**config.mk**
```make
export PLATFORM = sky130hd
export DESIGN_NAME = pipe_hazard_scoreboard
export DESIGN_NICKNAME = d
export VERILOG_FILES = /design/src/rtl/pipe_hazard_scoreboard_pkg.sv /design/src/rtl/pipe_hazard_scoreboard_hazard_match.sv /design/src/rtl/pipe_hazard_scoreboard.sv
export SDC_FILE = /design/constraint.sdc
export NUM_CORES = 1
export LEC_CHECK = 0
export BUFFER_PORTS_ARGS = -buffer_cell sky130_fd_sc_hd__buf_2
export CAP_MARGIN = 25
export CORE_AREA = 2 2 105 107
export CTS_CLUSTER_SIZE = 16
export DETAILED_ROUTE_END_ITERATION = 8
export DIE_AREA = 0 0 107 109
export PLACE_DENSITY = 0.77
export SLEW_MARGIN = 20
export SYNTH_ARGS = -nofsm -noshare
export SYNTH_HDL_FRONTEND = slang
export SYNTH_SLANG_ARGS = --single-unit
export TNS_END_PERCENT = 50
```
**constraint.sdc**
```tcl
create_clock -name clk -period 4.93 [get_ports clk]
set_clock_uncertainty 0.1 [all_clocks]
set_input_delay 0.2465 -clock clk [delete_from_list [all_inputs] [get_ports clk]]
set_output_delay 0.2465 -clock clk [all_outputs]
set_load 0.02 [all_outputs]
```
**src/rtl/pipe_hazard_scoreboard_pkg.sv**
```systemverilog
// Shared types and constants for the pipeline hazard scoreboard.
// entry_t describes one in-flight register write: valid bit, destination
// address (zero-extended to ADDR_W_MAX) and the first stage whose output
// holds the result.
package pipe_hazard_scoreboard_pkg;

  localparam int unsigned ADDR_W_MAX = 8;  // widest supported ADDR_W
  localparam int unsigned STAGE_W    = 4;  // holds stage numbers 0..8

  localparam logic [STAGE_W-1:0]    FWD_RF    = '0;  // select: register file
  localparam logic [ADDR_W_MAX-1:0] ADDR_ZERO = '0;  // hardwired-zero register

  typedef struct packed {
    logic                  vld;
    logic [ADDR_W_MAX-1:0] waddr;
    logic [STAGE_W-1:0]    rdy;
  } entry_t;

endpackage

```
**src/rtl/pipe_hazard_scoreboard_hazard_match.sv**
```systemverilog
// Combinational source-operand match against the in-flight write entries.
// Ports:
//   entries  in  DEPTH entries, index 0 = stage 1 (EX)
//   addr     in  source register address
//   use_en   in  instruction actually reads this source
//   hit      out some valid entry writes addr (addr != 0)
//   stage    out stage number (1..DEPTH) of the youngest matching entry
//   ready    out that entry's result is already available at its stage
module pipe_hazard_scoreboard_hazard_match
  import pipe_hazard_scoreboard_pkg::*;
#(
  parameter int unsigned DEPTH  = 3,
  parameter int unsigned ADDR_W = 5
) (
  input  entry_t [DEPTH-1:0]  entries,
  input  logic [ADDR_W-1:0]   addr,
  input  logic                use_en,
  output logic                hit,
  output logic [STAGE_W-1:0]  stage,
  output logic                ready
);

  logic [ADDR_W_MAX-1:0] key;
  logic [STAGE_W-1:0]    rdy_sel;

  // Scan oldest to youngest so the youngest (lowest stage) match is kept last.
  always_comb begin
    hit     = 1'b0;
    stage   = FWD_RF;
    rdy_sel = '0;
    key     = ADDR_W_MAX'(addr);
    if (use_en && (key != ADDR_ZERO)) begin
      for (int i = DEPTH - 1; i >= 0; i--) begin
        if (entries[i].vld && (entries[i].waddr == key)) begin
          hit     = 1'b1;
          stage   = STAGE_W'(i + 1);
          rdy_sel = entries[i].rdy;
        end
      end
    end
    ready = hit && (stage >= rdy_sel);
  end

endmodule

```
**src/rtl/pipe_hazard_scoreboard.sv**
```systemverilog
// Register-write scoreboard for the post-decode pipeline: resolves ID-stage
// operands to a forwarded stage result or the register file, and stalls
// when a needed result is not produced yet.
// Ports:
//   clk, rst_n                 clock, async active-low reset
//   id_valid/id_rs/id_rt       ID instruction and its source addresses
//   id_use_rs/id_use_rt        source read enables
//   id_wr_en/id_wr_addr        destination write enable and address
//   id_is_load                 result comes from memory (ready at LOAD_STAGE)
//   flush                      kill the ID instruction
//   rf_a/rf_b                  register file read data
//   stage_res                  per-stage results, stage k at [k*DATA_W-1 -: DATA_W]
//   opnd_a/opnd_b              resolved operands (combinational)
//   fwd_sel_a/fwd_sel_b        0 = register file, k = stage k (combinational)
//   stall                      hold PC and IF/ID, insert bubble (combinational)
//   stall_cnt                  saturating stall-cycle counter (registered)
// ADDR_W must not exceed ADDR_W_MAX; DEPTH must be 2..8.
module pipe_hazard_scoreboard
  import pipe_hazard_scoreboard_pkg::*;
#(
  parameter int unsigned DATA_W     = 32,
  parameter int unsigned ADDR_W     = 5,
  parameter int unsigned DEPTH      = 3,
  parameter int unsigned LOAD_STAGE = 2,
  parameter int unsigned CNT_W      = 16
) (
  input  logic                    clk,
  input  logic                    rst_n,
  input  logic                    id_valid,
  input  logic [ADDR_W-1:0]       id_rs,
  input  logic [ADDR_W-1:0]       id_rt,
  input  logic                    id_use_rs,
  input  logic                    id_use_rt,
  input  logic                    id_wr_en,
  input  logic [ADDR_W-1:0]       id_wr_addr,
  input  logic                    id_is_load,
  input  logic                    flush,
  input  logic [DATA_W-1:0]       rf_a,
  input  logic [DATA_W-1:0]       rf_b,
  input  logic [DEPTH*DATA_W-1:0] stage_res,
  output logic [DATA_W-1:0]       opnd_a,
  output logic [DATA_W-1:0]       opnd_b,
  output logic [3:0]              fwd_sel_a,
  output logic [3:0]              fwd_sel_b,
  output logic                    stall,
  output logic [CNT_W-1:0]        stall_cnt
);

  localparam logic [STAGE_W-1:0] RDY_ALU  = STAGE_W'(1);
  localparam logic [STAGE_W-1:0] RDY_LOAD = STAGE_W'(LOAD_STAGE);

  entry_t [DEPTH-1:0] entries;
  entry_t             entry_in;

  logic               hit_a, hit_b, ready_a, ready_b;
  logic [STAGE_W-1:0] stage_a, stage_b;

  pipe_hazard_scoreboard_hazard_match #(.DEPTH(DEPTH), .ADDR_W(ADDR_W)) u_match_a (
    .entries (entries),
    .addr    (id_rs),
    .use_en  (id_use_rs),
    .hit     (hit_a),
    .stage   (stage_a),
    .ready   (ready_a)
  );

  pipe_hazard_scoreboard_hazard_match #(.DEPTH(DEPTH), .ADDR_W(ADDR_W)) u_match_b (
    .entries (entries),
    .addr    (id_rt),
    .use_en  (id_use_rt),
    .hit     (hit_b),
    .stage   (stage_b),
    .ready   (ready_b)
  );

  // Stall only for a live instruction whose needed result is not yet produced.
  always_comb begin
    stall = id_valid && !flush && ((hit_a && !ready_a) || (hit_b && !ready_b));
  end

  // New stage-1 entry: a bubble unless a real, non-r0 writer leaves ID.
  always_comb begin
    entry_in = '0;
    if (id_valid && id_wr_en && (ADDR_W_MAX'(id_wr_addr) != ADDR_ZERO) && !stall && !flush) begin
      entry_in.vld   = 1'b1;
      entry_in.waddr = ADDR_W_MAX'(id_wr_addr);
      entry_in.rdy   = id_is_load ? RDY_LOAD : RDY_ALU;
    end
  end

  // Scoreboard shifts every cycle, including stall cycles, so stalls self-clear.
  always_ff @(posedge clk or negedge rst_n) begin
    if (!rst_n) begin
      entries <= '0;
    end else begin
      entries <= {entries[DEPTH-2:0], entry_in};
    end
  end

  // Saturating stall-cycle counter.
  always_ff @(posedge clk or negedge rst_n) begin
    if (!rst_n) begin
      stall_cnt <= '0;
    end else if (stall && (stall_cnt != {CNT_W{1'b1}})) begin
      stall_cnt <= stall_cnt + CNT_W'(1);
    end
  end

  // Forward select and operand mux; a not-ready match reads the register file.
  always_comb begin
    fwd_sel_a = (hit_a && ready_a) ? stage_a : FWD_RF;
    fwd_sel_b = (hit_b && ready_b) ? stage_b : FWD_RF;
    opnd_a    = rf_a;
    opnd_b    = rf_b;
    for (int k = 1; k <= DEPTH; k++) begin
      if (fwd_sel_a == STAGE_W'(k)) opnd_a = stage_res[k*DATA_W-1 -: DATA_W];
      if (fwd_sel_b == STAGE_W'(k)) opnd_b = stage_res[k*DATA_W-1 -: DATA_W];
    end
  end

endmodule

```
==> results.sh, run 1 <==
export IMPL_setup_viol=0
export IMPL_tritoncts="built"
export IMPL_clock_latency_ns=0.29
export IMPL_pre_cts_slack_ns=0.823
export IMPL_worstMarginPinSlew_ns=0.963
export IMPL_cp_end_kind="output pin"
export IMPL_crit_buf_inv=2
export IMPL_ys_warn_count=0
export IMPL_core_um2=10600
export IMPL_row_count=38
export IMPL_slew_viol_final=0
export IMPL_crit_start="entries[17]"
export IMPL_cp_required_ns=4.58
export IMPL_detail_route_iter0_violations=568
export IMPL_power_density_nw_per_um2=153
export IMPL_io_buffers=267
export IMPL_yosysUniqueCellTypes=51
export IMPL_criticalPathCategory="flip-flop to output pin"
export IMPL_crit_arrival_ns=4.15
export IMPL_vdd_ir_drop_max_uv=160
export IMPL_start_kind="flip-flop"
export IMPL_synth_yosys_seq_area_share_pct=23.6
export IMPL_die_area_um2=11700
export IMPL_antenna_left=0
export IMPL_synth_area_um2=4240
export IMPL_die_x_um=107
export IMPL_ios=272
export IMPL_path_delay_family="simple AND/OR/NAND/NOR gates"
export IMPL_clock_path_buffers=2
export IMPL_setup_tns_ns=0
export IMPL_max_freq_mhz=222
export IMPL_slowest_delay_ns=0.52
export IMPL_hold_start="id_is_load"
export IMPL_vias=5249
export IMPL_n_fill_cell=1055
export IMPL_gr_total_overflow=0
export IMPL_grt_pass1_wl_um=25600
export IMPL_synth_seq_cells=40
export IMPL_setup_ws_ns=0.430
export IMPL_maxCapViolCount=0
export IMPL_async_reset_ff_share_pct=100
export IMPL_syn_to_final_growth_pct=38.3
export IMPL_layout_nets=994
export IMPL_syn_inst=558
export IMPL_firstDrtPassIters=5
export IMPL_start_util_pct=40.0
export IMPL_grt_max_degree=41
export IMPL_worstReg2RegStart="entries[17]"
export IMPL_path_cells="xor2_1, nor4_1, and3_1, nor2_1, a221oi_1, nor3_1, ha_1, nand2b_1, a21oi_1, nor4_4, buf_4, mux2i_1, o2bb2ai_1, o21ai_0, buf_2"
export IMPL_timing_final_crit_share_pct=91.3
export IMPL_fin_util_pct=55.3
export IMPL_run_status="finished clean"
export IMPL_htreeDepth=2
export IMPL_vias_per_cell=5.51
export IMPL_antenna_found_initial=10
export IMPL_clk_pin_slew_ns=0.07
export IMPL_hold_path_class="input port to flip-flop"
export IMPL_fin_crit_ns=4.50
export IMPL_cts_hold_buf=1
export IMPL_hpwl_um=14200
export IMPL_synth_flop_cell="dfrtp_1"
export IMPL_wire_per_inst_um=18.2
export IMPL_final_cells=952
export IMPL_drive_above_1_share_pct=38.3
export IMPL_place_inst=938
export IMPL_place_congestion=0.983
export IMPL_slowest_stage="buf_4"
export IMPL_worstPathMaxFanout=31
export IMPL_cts_setup_buffers=0
export IMPL_p_leak_nw=2.68
export IMPL_relSlewSlack_pct=35.8
export IMPL_track_usage_pct=28.1
export IMPL_cts_root_buf="clkbuf_8"
export IMPL_grt_pass1_vias=4877
export IMPL_whs_ns=0.0303
export IMPL_layout_common_cells="267 x buf_2, 79 x o21ai_0, 76 x nand2_1"
export IMPL_finalHoldViolCount=0
export IMPL_synth_edf_count=0
export IMPL_fp_dieH_um=109
export IMPL_cts_inserted_buffers=5
export IMPL_layout_commonest_cell="buf_2"
export IMPL_finalWirelength_um=17400
export IMPL_syn_avg_cell_area_um2=7.59
export IMPL_clock_sinks=40
export IMPL_rsz0062_at_grt="false"
export IMPL_postCtsResizedCells=0
export IMPL_drc=0
kinds of logic after synthesis:
kind of cell / after synthesis / synth area share (%)
xor+xnor: 45 / 9.30
buf+inv: 64 / 6.65
flops: 40 / 23.6
mux: 32 / 7.59
fa+ha+maj: 5 / 1.48
other cells: 1 / 0.0885
compound gates: 203 / 33.6
simple gates: 168 / 17.7
state kept, by name (all words and copies together), names as in the netlist:
name	count
entries	24
stall_cnt	16
final timing paths:
check,end,slack [ns],depth (start not counted)
max in group asynchronous,stall_cnt[11],3.67,2
min in group asynchronous,stall_cnt[6],0.51,2
setup reg to reg,entries[0],0.78,12
hold / removal,entries[0],0.03,2
hold reg to reg,entries[38],0.32,0
setup / recovery,opnd_b[3],0.43,15
cell usage after synthesis (all sizes together), types with 2 or more instances:
cell | instances | area [um2]
o21ai | 102 | 518
nand2 | 76 | 285
o2bb2ai | 63 | 552
nor2 | 48 | 180
dfrtp | 40 | 1000
mux2i | 31 | 310
clkbuf | 26 | 97.6
xor2 | 25 | 219
xnor2 | 20 | 175
buf | 19 | 113
inv | 19 | 71.3
a211oi | 10 | 100
nand3 | 10 | 50.1
a21oi | 8 | 40.0
nand4 | 6 | 37.5
ha | 5 | 62.6
nor4 | 5 | 43.8
a21o | 4 | 30.0
and3 | 3 | 18.8
nand2b | 3 | 18.8
nor2b | 3 | 18.8
nor3 | 3 | 20.0
or2 | 3 | 18.8
a2111oi | 2 | 55.1
a311o | 2 | 20.0
and2 | 2 | 12.5
o211ai | 2 | 15.0
o21a | 2 | 15.0
o221ai | 2 | 17.5
or4 | 2 | 15.0
area by class of cell:
class | count | area, um2 | share of cell area, %
Antenna cell | 5 | 12.5 | 0.214
Clock buffer | 7 | 96.3 | 1.64
Multi-Input combinational cell | 457 | 3010 | 51.4
Sequential cell | 40 | 1000 | 17.1
Inverter | 19 | 71.3 | 1.22
Clock inverter | 1 | 30.0 | 0.513
Tap cell | 140 | 175 | 2.99
Timing Repair Buffer | 283 | 1460 | 24.9
metrics by stage:
stage          power (mW)  cell area, um2
6_report            0.897            5860
4_1_cts             0.903            5850
3_3_place_gp        0.610            5710
2_1_floorplan       0.464            4250
3_5_place_dp        0.611            5710
5_1_grt             0.939            5850
where the power goes:
part	internal, mW	leakage (nW)	switching (mW)
Clock	0.179	0.0645	0.111
Sequential	0.333	0.531	0.00540
Combinational	0.114	2.09	0.155
metal layers:
metal  up-vias  share of wire, %  global-route usage, %
met5         -              0.40                      0
met2       280                45                   44.9
met3        44                12                   9.44
met1      2399                40                   36.5
li1       2516                 -                      -
met4        10               2.3                   7.33
(Power assumes the default switching activity.)
==> run 2, diff against run 1 <==
--- a/config.mk
+++ b/config.mk
@@ -5,13 +5,15 @@
 export SDC_FILE = /design/constraint.sdc
 export NUM_CORES = 1
 export LEC_CHECK = 0
+export ABC_AREA = 1
 export BUFFER_PORTS_ARGS = -buffer_cell sky130_fd_sc_hd__buf_2
 export CAP_MARGIN = 25
-export CORE_AREA = 2 2 105 107
+export CORE_ASPECT_RATIO = 1.4
+export CORE_UTILIZATION = 47
+export CTS_CLUSTER_DIAMETER = 40
 export CTS_CLUSTER_SIZE = 16
 export DETAILED_ROUTE_END_ITERATION = 8
-export DIE_AREA = 0 0 107 109
-export PLACE_DENSITY = 0.77
+export PLACE_DENSITY = 0.83
 export SLEW_MARGIN = 20
 export SYNTH_ARGS = -nofsm -noshare
 export SYNTH_HDL_FRONTEND = slang
==> run 2 against run 1 <==
The run now ends with hold timing left. Synthesized area is 21% higher. First-iteration DRC count is 20% lower. Combinational power is 4% higher. Cell count is 39% higher. Sequential power hardly changed. Maximum frequency is 4.2% higher. Largest power group is now the clock network. Highest routed layer unchanged.
==> results.sh, run 2 <==
export IMPL_fin_area_um2=6560
export IMPL_ys_warn_count=0
export IMPL_setup_tns_ns=0
export IMPL_firstDrtPassIters=5
export IMPL_vias_per_cell=5.42
export IMPL_power_density_nw_per_um2=151
export IMPL_grt_max_degree=65
export IMPL_die_area_um2=11300
export IMPL_cts_setup_buffers=0
export IMPL_fin_crit_ns=4.32
export IMPL_place_area_um2=6380
export IMPL_layout_common_cells="405 x nand2_1, 267 x buf_2, 173 x nor2_1"
export IMPL_p_sw_mw=0.309
export IMPL_timing_final_crit_share_pct=87.6
export IMPL_p_leak_nw=3.96
export IMPL_pre_cts_slack_ns=0.951
export IMPL_slowest_delay_ns=0.57
export IMPL_whs_ns=-0.0146
export IMPL_synth_area_top_cells="nand2_1 30%, dfrtp_1 20%, nor2_1 13%"
export IMPL_vias=7182
export IMPL_maxCapViolCount=0
export IMPL_place_inst=1311
export IMPL_track_usage_pct=33.8
export IMPL_largest_reg_flops=24
export IMPL_synth_area_um2=5130
export IMPL_syn_to_final_growth_pct=27.9
export IMPL_io_buffers=267
export IMPL_antenna_left=0
export IMPL_n_fill_cell=1091
export IMPL_synth_yosys_seq_area_share_pct=19.5
export IMPL_multi_input_area_um2=3560
export IMPL_start_util_pct=48.8
export IMPL_setup_ws_ns=0.612
export IMPL_synth_seq_cells=40
export IMPL_regMostFlops="entries"
export IMPL_antenna_found_initial=11
export IMPL_tritoncts="built"
export IMPL_layout_nets=1368
export IMPL_detail_route_iter0_violations=455
export IMPL_hpwl_um=14800
export IMPL_cp_required_ns=4.58
export IMPL_synth_top_cell_by_area="nand2_1"
export IMPL_finalWirelength_um=19700
export IMPL_relSlewSlack_pct=41.0
export IMPL_syn_avg_cell_area_um2=5.39
export IMPL_use_met3_pct=8.64
export IMPL_die_x_um=90.3
export IMPL_seqPwrFrac_pct=34.1
export IMPL_crit_arrival_ns=3.97
export IMPL_switching_share_pct=31.2
export IMPL_regArea_um2=1000
export IMPL_clk_pin_slew_ns=0.06
export IMPL_row_count=44
export IMPL_wire_per_inst_um=14.9
export IMPL_use_met2_pct=57.9
export IMPL_ios=272
export IMPL_synthMostInstantiatedCell="nand2_1"
export IMPL_cp_common_cell="nand2_1"
export IMPL_place_congestion=0.943
export IMPL_synth_top_area_share_pct=29.6
export IMPL_postCtsResizedCells=0
export IMPL_internal_power_mw=0.682
export IMPL_synth_edf_count=0
export IMPL_async_reset_ff_share_pct=100
export IMPL_gr_total_overflow=0
export IMPL_netlist_top_cells_count="405 x nand2_1, 173 x nor2_1, 87 x nand4_1, 78 x nand3_1, 53 x inv_1"
export IMPL_htreeDepth=2
export IMPL_cts_hold_buf=0
export IMPL_clock_sinks=40
export IMPL_hold_path_class="input port to async pin"
export IMPL_criticalPathCategory="flip-flop to output pin"
export IMPL_slew_viol_final=0
export IMPL_rsz0062_at_grt="false"
export IMPL_syn_inst=952
export IMPL_clock_latency_ns=0.28
export IMPL_finalHoldViolCount=39
export IMPL_fp_dieH_um=126
export IMPL_busiest_layer="met2"
export IMPL_clkPwrFrac_pct=37.6
export IMPL_core_um2=10500
export IMPL_drive_above_1_share_pct=26.0
export IMPL_cts_inserted_buffers=5
export IMPL_grt_pass1_vias=6451
export IMPL_slowest_stage="buf_4"
export IMPL_setup_viol=0
export IMPL_final_cells=1325
export IMPL_max_freq_mhz=232
export IMPL_violations="hold timing"
export IMPL_worstMarginPinSlew_ns=0.885
export IMPL_reg_top3="entries: 24 flops, stall_cnt: 16 flops"
export IMPL_combPwrFrac_pct=28.3
export IMPL_vdd_ir_drop_max_uv=247
export IMPL_run_status="complete, but fails checks"
export IMPL_clock_path_buffers=2
export IMPL_synth_flop_cell="dfrtp_1"
export IMPL_path_cells="inv_1, nand2_1, nand2_1, nor2_1, nand2_1, nor2_1, nand2_1, o221ai_1, o21ai_0, nor2_1, ha_1, o21ai_0, nand2_1, nand3_2, buf_4, nand4_1, nand3_1, nand2_1, nand2_1, buf_2"
export IMPL_cts_root_buf="clkbuf_16"
export IMPL_grt_util_met1_pct=41.3
export IMPL_cp_end_kind="output pin"
export IMPL_drc=0
export IMPL_layout_commonest_cell="nand2_1"
export IMPL_worstPathMaxFanout=64
export IMPL_start_kind="flip-flop"
export IMPL_yosysUniqueCellTypes=28
export IMPL_grt_pass1_wl_um=31700
-- run 2: cell count changes in the layout (fill, tap and decap cells not counted), sizes merged, moves of 6 or more --
cell,before,now
inv,19,63
o21ai,102,4
xor2,25,8
nand4,6,87
mux2i,31,0
a211oi,10,0
nand2,76,407
nand3,10,82
o2bb2ai,63,0
a21oi,8,2
xnor2,20,6
nor2,48,175
-- run 2: cells by family after synthesis --
family,after synthesis,synth area share [%]
and+or+nand+nor,756,62.8
buffers and inverters,122,11.4
DFF,40,19.5
AOI/OAI and AO/OA,14,2.54
xor gates and xnor gates,14,2.39
adders and majority gates,5,1.22
other,1,0.0731
-- run 2: stage by stage --
| stage | power [mW] | utilization [%] |
|---|---|---|
| detailed placement | 0.623 | 60.7 |
| global placement | 0.622 | 60.7 |
| global route | 1.04 | 62.3 |
| floorplan | 0.479 | - |
| CTS | 0.993 | 62.3 |
| finish | 0.992 | 62.4 |
-- run 2: worst paths after layout --
kind,to,slack (ns),cells after the start,from
min reg2reg,entries[26],0.27,0,entries[13]
min in group clk,entries[0],0.03,2,id_is_load
max reg2reg,stall_cnt[12],1.28,17,entries[18]
min,entries[6],-0.01,1,rst_n
max,opnd_b[30],0.61,20,entries[34]
max in group asynchronous,entries[27],4.19,1,rst_n
-- run 2: final cells by class --
| type | count | share of cell area, % |
|---|---|---|
| diodes | 6 | 0.229 |
| clock buffers | 5 | 1.91 |
| clock inverters | 3 | 0.648 |
| inverters | 63 | 3.60 |
| multi-input cells | 793 | 54.2 |
| flip-flops and latches | 40 | 15.3 |
| well taps | 138 | 2.63 |
| repair buffers | 277 | 21.5 |
-- run 2: power by group through the flow --
stage | Clock [mW] | Combinational, mW | Sequential [mW]
floorplan | 0 | 0.136 | 0.343
global placement | 0 | 0.277 | 0.344
detailed placement | 0 | 0.278 | 0.344
CTS | 0.376 | 0.279 | 0.338
global route | 0.394 | 0.308 | 0.339
finish | 0.373 | 0.280 | 0.338
-- run 2: per-layer routing --
metal / wire length (um) / part of all wire [%]
met4: 598 / 3.0
met5: 61 / 0.31
met3: 2010 / 10
met1: 7550 / 38
met2: 9470 / 48
-- run 2: critical path, delay by kind of cell, from the launching register on --
kind                       cells  cell delay [ns]
adders and majority gates      1             0.23
DFF                            1             0.36
and+or+nand+nor               13             1.77
AOI/OAI and AO/OA              3             0.48
buffers and inverters          3             0.80
